## config.mk

```make
export PLATFORM = sky130hd
export DESIGN_NAME = spi_flash_cmd_engine_flat
export DESIGN_NICKNAME = d
export VERILOG_FILES = /design/src/rtl/spi_flash_cmd_engine_pkg.sv /design/src/rtl/spi_flash_cmd_engine_if.sv /design/src/rtl/spi_flash_cmd_engine_wbuf_ram.sv /design/src/rtl/spi_flash_cmd_engine.sv /design/src/flat_wrapper.sv
export SDC_FILE = /design/constraint.sdc
export NUM_CORES = 2
export LEC_CHECK = 0
export CORE_MARGIN = 2
export CORE_UTILIZATION = 50
export DETAILED_ROUTE_END_ITERATION = 8
export PLACE_DENSITY = 0.71
export SLEW_MARGIN = 20
export SYNTH_ARGS = -nofsm -noshare
export SYNTH_HDL_FRONTEND = slang
export SYNTH_HIERARCHICAL = 1
export SYNTH_SLANG_ARGS = --single-unit
```

## constraint.sdc

```tcl
create_clock -name clk -period 6.05 [get_ports clk]
set_input_delay 1.21 -clock clk [delete_from_list [all_inputs] [get_ports clk]]
set_output_delay 1.21 -clock clk [all_outputs]
set_load 0.03 [all_outputs]
```

## src/rtl/spi_flash_cmd_engine_pkg.sv

```systemverilog
// Shared definitions for the SPI flash command engine: FSM encodings,
// flash opcodes and the WBUF geometry.
package spi_flash_pkg;

  typedef logic [31:0] word_t;

  localparam int WBUF_DEPTH = 128;
  localparam int WBUF_AW    = 7;
  localparam int NBITS_W    = 12;

  localparam logic [2:0] ST_IDLE     = 3'd0;
  localparam logic [2:0] ST_WR_SHIFT = 3'd1;
  localparam logic [2:0] ST_WR_END   = 3'd2;
  localparam logic [2:0] ST_RD_CMD   = 3'd3;
  localparam logic [2:0] ST_RD_DATA  = 3'd4;
  localparam logic [2:0] ST_RD_END   = 3'd5;

  localparam logic [7:0] OP_WRITE_ENABLE   = 8'h06;
  localparam logic [7:0] OP_WRITE_EXT_ADDR = 8'hC5;
  localparam logic [7:0] OP_READ           = 8'h03;

endpackage

```

## src/rtl/spi_flash_cmd_engine_if.sv

```systemverilog
// Sequencer-side handshake, WBUF write port and SPI pins of the engine.
interface spi_flash_cmd_engine_if;
  import spi_flash_pkg::*;

  logic                          store_flash_command;
  logic [WBUF_AW-1:0]            wbuf_address;
  word_t                         flash_command;
  logic [NBITS_W-1:0]            flash_wr_nBits;
  logic                          send_write_command;
  logic                          read_bitstream;
  logic                          spi_miso;
  logic                          end_write_command;
  logic                          end_bitstream;
  logic                          bitstream;
  logic                          spi_cs_n;
  logic                          spi_mosi;
  logic                          spi_sck_en;

  modport master (
    output store_flash_command, wbuf_address, flash_command, flash_wr_nBits,
    output send_write_command, read_bitstream, spi_miso,
    input  end_write_command, end_bitstream, bitstream,
    input  spi_cs_n, spi_mosi, spi_sck_en
  );

  modport slave (
    input  store_flash_command, wbuf_address, flash_command, flash_wr_nBits,
    input  send_write_command, read_bitstream, spi_miso,
    output end_write_command, end_bitstream, bitstream,
    output spi_cs_n, spi_mosi, spi_sck_en
  );

endinterface

```

## src/rtl/spi_flash_cmd_engine_wbuf_ram.sv

```systemverilog
// 128x32 command buffer: one write port, one registered read port.
// A same-cycle write to the address being read is forwarded so a word
// stored just before a request is what gets shifted out.
module wbuf_ram
  import spi_flash_pkg::*;
(
  input  logic               i_clk,
  input  logic               i_we,
  input  logic [WBUF_AW-1:0] i_waddr,
  input  word_t              i_wdata,
  input  logic [WBUF_AW-1:0] i_raddr,
  output word_t              o_rdata
);

  word_t r_mem [0:WBUF_DEPTH-1];
  word_t r_rdata;

  // Memory write and registered read with write-first forwarding
  always_ff @(posedge i_clk) begin
    if (i_we) r_mem[i_waddr] <= i_wdata;
    if (i_we && (i_waddr == i_raddr)) r_rdata <= i_wdata;
    else                              r_rdata <= r_mem[i_raddr];
  end

  assign o_rdata = r_rdata;

endmodule

```

## src/rtl/spi_flash_cmd_engine.sv

```systemverilog
// SPI master that serialises WBUF commands onto the configuration flash and
// streams the bitstream back one bit per clock. All pin outputs are
// registered and reflect the state held during the preceding cycle.
module spi_flash_cmd_engine #(
  parameter logic [31:0] RD_NBITS = 32'd17_536_096
) (
  input logic             clk,
  input logic             reset_n,
  spi_flash_cmd_engine_if.slave bus
);
  import spi_flash_pkg::*;

  logic [2:0]         r_state;
  logic [NBITS_W-1:0] r_bitidx;
  logic [NBITS_W-1:0] r_nbits;
  logic [31:0]        r_rdcnt;
  word_t              r_shreg;
  logic               r_mosi;
  logic               r_cs_n;
  logic               r_sck_en;
  logic               r_end_wr;
  logic               r_end_rd;
  logic               r_bitstream;

  logic               w_we;
  logic [WBUF_AW-1:0] w_raddr;
  word_t              w_rdata;
  logic               w_shifting;
  logic               w_boundary;
  logic               w_bit;

  assign w_we       = bus.store_flash_command && (r_state == ST_IDLE);
  assign w_shifting = (r_state == ST_WR_SHIFT) || (r_state == ST_RD_CMD);
  assign w_boundary = (r_bitidx[4:0] == 5'd0);
  // While shifting, the RAM already fetches the following word so it is
  // ready on the cycle the bit index crosses into it. Idle holds word 0.
  assign w_raddr    = w_shifting ? (r_bitidx[11:5] + 7'd1) : 7'd0;
  assign w_bit      = w_boundary ? w_rdata[31] : r_shreg[31];

  wbuf_ram u_wbuf (
    .i_clk   (clk),
    .i_we    (w_we),
    .i_waddr (bus.wbuf_address),
    .i_wdata (bus.flash_command),
    .i_raddr (w_raddr),
    .o_rdata (w_rdata)
  );

  // FSM, counters and registered pin/handshake outputs
  always_ff @(posedge clk) begin
    if (!reset_n) begin
      r_state     <= ST_IDLE;
      r_bitidx    <= '0;
      r_rdcnt     <= '0;
      r_mosi      <= 1'b0;
      r_cs_n      <= 1'b1;
      r_sck_en    <= 1'b0;
      r_end_wr    <= 1'b0;
      r_end_rd    <= 1'b0;
      r_bitstream <= 1'b0;
    end else begin
      r_bitstream <= bus.spi_miso;
      r_mosi      <= 1'b0;
      r_cs_n      <= 1'b1;
      r_sck_en    <= 1'b0;
      r_end_wr    <= 1'b0;
      r_end_rd    <= 1'b0;
      case (r_state)
        ST_IDLE: begin
          r_bitidx <= '0;
          if (bus.send_write_command)  r_state <= ST_WR_SHIFT;
          else if (bus.read_bitstream) r_state <= ST_RD_CMD;
        end
        ST_WR_SHIFT, ST_RD_CMD: begin
          r_mosi   <= w_bit;
          r_cs_n   <= 1'b0;
          r_sck_en <= 1'b1;
          r_bitidx <= r_bitidx + 12'd1;
          if (r_bitidx == r_nbits) begin
            r_rdcnt <= '0;
            r_state <= (r_state == ST_WR_SHIFT) ? ST_WR_END : ST_RD_DATA;
          end
        end
        ST_WR_END: begin
          r_end_wr <= 1'b1;
          if (!bus.send_write_command) r_state <= ST_IDLE;
        end
        ST_RD_DATA: begin
          r_cs_n   <= 1'b0;
          r_sck_en <= 1'b1;
          r_rdcnt  <= r_rdcnt + 32'd1;
          if (r_rdcnt == (RD_NBITS - 32'd1)) r_state <= ST_RD_END;
        end
        ST_RD_END: begin
          r_end_rd <= 1'b1;
          if (!bus.read_bitstream) r_state <= ST_IDLE;
        end
        default: r_state <= ST_IDLE;
      endcase
    end
  end

  // Shift data path: bit count latched while idle, word shifted MSB-first
  always_ff @(posedge clk) begin
    if (r_state == ST_IDLE)
      r_nbits <= bus.send_write_command ? bus.flash_wr_nBits : 12'd31;
    if (w_shifting)
      r_shreg <= w_boundary ? {w_rdata[30:0], 1'b0} : {r_shreg[30:0], 1'b0};
  end

  assign bus.spi_mosi          = r_mosi;
  assign bus.spi_cs_n          = r_cs_n;
  assign bus.spi_sck_en        = r_sck_en;
  assign bus.end_write_command = r_end_wr;
  assign bus.end_bitstream     = r_end_rd;
  assign bus.bitstream         = r_bitstream;

endmodule
```

## src/flat_wrapper.sv

```systemverilog
// flat-port wrapper written by rule: the top's interface ports become plain ports
module spi_flash_cmd_engine_flat import spi_flash_pkg::*;
#(
  parameter logic [31:0] RD_NBITS = 32'd17_536_096
)
  (clk, reset_n, bus_store_flash_command, bus_wbuf_address, bus_flash_command, bus_flash_wr_nBits, bus_send_write_command, bus_read_bitstream, bus_spi_miso, bus_end_write_command, bus_end_bitstream, bus_bitstream, bus_spi_cs_n, bus_spi_mosi, bus_spi_sck_en);
  spi_flash_cmd_engine_if bus_i ();
  input logic clk;
  input logic reset_n;
  input wire logic [$bits(bus_i.store_flash_command)-1:0] bus_store_flash_command;
  input wire logic [$bits(bus_i.wbuf_address)-1:0] bus_wbuf_address;
  input wire logic [$bits(bus_i.flash_command)-1:0] bus_flash_command;
  input wire logic [$bits(bus_i.flash_wr_nBits)-1:0] bus_flash_wr_nBits;
  input wire logic [$bits(bus_i.send_write_command)-1:0] bus_send_write_command;
  input wire logic [$bits(bus_i.read_bitstream)-1:0] bus_read_bitstream;
  input wire logic [$bits(bus_i.spi_miso)-1:0] bus_spi_miso;
  output wire logic [$bits(bus_i.end_write_command)-1:0] bus_end_write_command;
  output wire logic [$bits(bus_i.end_bitstream)-1:0] bus_end_bitstream;
  output wire logic [$bits(bus_i.bitstream)-1:0] bus_bitstream;
  output wire logic [$bits(bus_i.spi_cs_n)-1:0] bus_spi_cs_n;
  output wire logic [$bits(bus_i.spi_mosi)-1:0] bus_spi_mosi;
  output wire logic [$bits(bus_i.spi_sck_en)-1:0] bus_spi_sck_en;
  assign bus_i.store_flash_command = bus_store_flash_command;
  assign bus_i.wbuf_address = bus_wbuf_address;
  assign bus_i.flash_command = bus_flash_command;
  assign bus_i.flash_wr_nBits = bus_flash_wr_nBits;
  assign bus_i.send_write_command = bus_send_write_command;
  assign bus_i.read_bitstream = bus_read_bitstream;
  assign bus_i.spi_miso = bus_spi_miso;
  assign bus_end_write_command = bus_i.end_write_command;
  assign bus_end_bitstream = bus_i.end_bitstream;
  assign bus_bitstream = bus_i.bitstream;
  assign bus_spi_cs_n = bus_i.spi_cs_n;
  assign bus_spi_mosi = bus_i.spi_mosi;
  assign bus_spi_sck_en = bus_i.spi_sck_en;
  spi_flash_cmd_engine #(.RD_NBITS(RD_NBITS)) u_core (.clk(clk), .reset_n(reset_n), .bus(bus_i));
endmodule
```

==> flow_metrics.tcl <==
set metrics [dict create \
    status "complete, no violations" \
    gp_congestion 0.878 \
    critPathKind "reg2reg" \
    drt-total-wl_um 393000 \
    drtIter0Drc 11300 \
    power_uw 62000 \
    hold_class "reg2reg" \
    max-cap-violations 0 \
    track_usage 0.241 \
    die_w_um 570 \
    synth_ff_type "edfxtp_1" \
    netlist_instances 6420 \
    ant_nets 0 \
    clock_latency_ns 0.96 \
    max_freq_mhz 219 \
    slowest_stage "dfxtp_4" \
    most-common-layout-cells "edfxtp_1, mux4_2, clkbuf_16, buf_4, nor2_4" \
    arrival_ns 5.38 \
    post_cts_buffers 0 \
    cts_buffer_depth 4 \
    highest_layer "met5" \
    critical_path.max_stage_delay_ns 0.94 \
    swShare 0.222 \
    power_frac_comb 0.089 \
    maxSlewHeadroom 0.195 \
    end_kind "register" \
    die_area_um2 325000 \
    overflow 0 \
    row_count 207 \
    synth-seq-area-share 0.782 \
    root_buffer "clkbuf_16" \
    routedWlPerCell_um 34.5 \
    fin_nets 6912 \
    clk_pin_slew_ns 0.06 \
    dr_wl_met2_um 186000 \
    synthesis.area_um2 160000 \
    period_minus_slack_ns 4.58 \
    p_sw_uw 13700 \
    cp_max_fo 25 \
    finalHoldViolCount 0 \
    vdd_ir_drop_max_uv 278 \
    dp.final_hpwl_um 231000 \
    synth_seq_cells 4199 \
    final_max_slew_viol_count 0 \
    start_util 0.504 \
    tightest_slew_ns 1.20 \
    crit_chain "buf_4 > mux4_2 > mux4_2 > mux4_2 > mux2_2 > mux2i_1 > nor3_1" \
    final_common_cell "edfxtp_1" \
    grt_start_max_net_pins 89 \
    clock-sinks 4199 \
    cp_common_cell "mux4_2" \
    met1_length_um 149000 \
    area_delta_synth_final_pct 13.3 \
    crit_buf_inv 1 \
    intPower_uw 48300 \
    antenna_found_initial 36 \
    synth-edff-count 4139 \
    cp-start-kind "register" \
    cp.required_ns 6.86 \
    numCtsBuffers 404 \
    synth_nets 6481 \
    synth_cell_types 52 \
    hold_ws_ns 0.505 \
    route.detailed.drc 0 \
    fillCellCount 22000 \
    post_route_cells_drive_above_1_share 0.342 \
    vias 74300 \
    final_core_util 0.570 \
    p_leak_uw 0.0541 \
    power_frac_clock 0.392 \
    cts_tree "built" \
    htreeDepth 5 \
    portBuffers 62 \
    avgSynthCellArea_um2 25.0 \
    grt_pass1_vias 73100 \
    async_flop_share 0 \
    cp_top_family "multiplexers" \
    fin_setup_tns_ns 0 \
    power.density_nw_per_um2 341 \
    coreArea_um2 319000 \
    ios 63 \
    avgViaCountPerCell 6.52 \
    grt_pass1_wl_um 555000 \
    post_cts_resized 0 \
    clock_skew_ns 0.0600 \
    hold_buffers 0 \
    wl_met3_um 43700 \
    pwr-share-seq 0.520 \
    dr.pass1.iters 6 \
    ys_warn_count 6 \
    rsz0062_at_grt "no" \
    finalCritPeriodShare 0.756 \
    setup_violations 0 \
    die_h_um 570 \
]
[final timing paths]
check | from | endpoint | slack (ns) | depth (start not counted)
max | register | u_core/bus.spi_mosi | 1.47 | 7
min | u_core/r_rdcnt[30] | u_core/r_rdcnt[30] | 0.50 | 2
max reg2reg | register | u_core/bus.spi_mosi | 1.47 | 7
min reg2reg | u_core/r_rdcnt[30] | u_core/r_rdcnt[30] | 0.50 | 2
[metrics by stage]
| stage | area (µm²) | instances | setup slack, ns |
|---|---|---|---|
| 4_1_cts | 181000 | 11400 | 1.52 |
| 6_report | 182000 | 11400 | 1.47 |
| 5_1_grt | 182000 | 11400 | 1.42 |
| 2_1_floorplan | 160000 | 6420 | 1.05 |
| 3_3_place_gp | 169000 | 10600 | 1.07 |
| 3_5_place_dp | 169000 | 10600 | 1.05 |
[synth_stat cells (14+ instances only)]
master | n | area share
a21oi_1 | 26 | 0.00081
and3_1 | 17 | 0.00066
buf_1 | 52 | 0.0012
buf_2 | 79 | 0.0025
clkbuf_1 | 203 | 0.0048
dfxtp_1 | 60 | 0.0075
edfxtp_1 | 4139 | 0.77
mux2_2 | 63 | 0.0044
mux4_2 | 1344 | 0.19
nand2_1 | 39 | 0.00091
nand3_1 | 35 | 0.0011
nand4_1 | 23 | 0.00090
nor2_1 | 155 | 0.0036
nor3_1 | 17 | 0.00053
o21ai_0 | 14 | 0.00044
[per-layer routing]
| layer | GRT usage | vias up |
|---|---|---|
| li1 | - | 28900 |
| met4 | 0.0830 | 18 |
| met3 | 0.0553 | 628 |
| met1 | 0.344 | 40300 |
| met5 | 0 | - |
| met2 | 0.371 | 4388 |
[cell type report]
type	instances	area (µm²)	share of cell area
clock buffers	503	10600	0.0583
well taps	4180	5230	0.0288
clock inverters	245	2160	0.0119
multi-input cells	1871	34400	0.190
diodes	13	32.5	0.000179
inverters	9	35.0	0.000193
flip-flops and latches	4199	126000	0.691
repair buffers	366	3670	0.0202
[kinds of logic after synthesis]
kind of cell / share of synthesized area
DFF: 0.782
and+or+nand+nor: 0.0109
buffers and inverters: 0.00906
adders and majority gates: 0.000312
xor gates and xnor gates: 0.000928
AOI/OAI and AO/OA: 0.00324
muxes: 0.193
[registers in the layout (all words and copies together) (netlist names), named ones only]
signal	flops
u_core/u_wbuf/r_mem	4096
u_core/r_rdcnt	32
u_core/r_shreg	31
u_core/r_bitidx	12
u_core/r_nbits	12
u_core/r_state	3
u_core/bus.bitstream	1
u_core/bus.end_bitstream	1
u_core/bus.end_write_command	1
u_core/bus.spi_cs_n	1
u_core/bus.spi_mosi	1
u_core/bus.spi_sck_en	1
[power by group through the flow]
stage / sequential, µW / combinational [µW] / clock, µW
floorplan: 32800 / 3470 / 0
global placement: 32800 / 5430 / 0
detailed placement: 32800 / 5520 / 0
CTS: 32200 / 5550 / 24600
global route: 32200 / 5780 / 25700
finish: 32200 / 5500 / 24300
[worst register-to-register path, stage by stage (launching register included)]
cell	delay [ns]
dfxtp_4	0.94
buf_4	0.72
mux4_2	0.58
mux4_2	0.55
mux4_2	0.55
mux2_2	0.29
mux2i_1	0.71
nor3_1	0.09
Note: power is estimated with default switching activity, not from simulation.
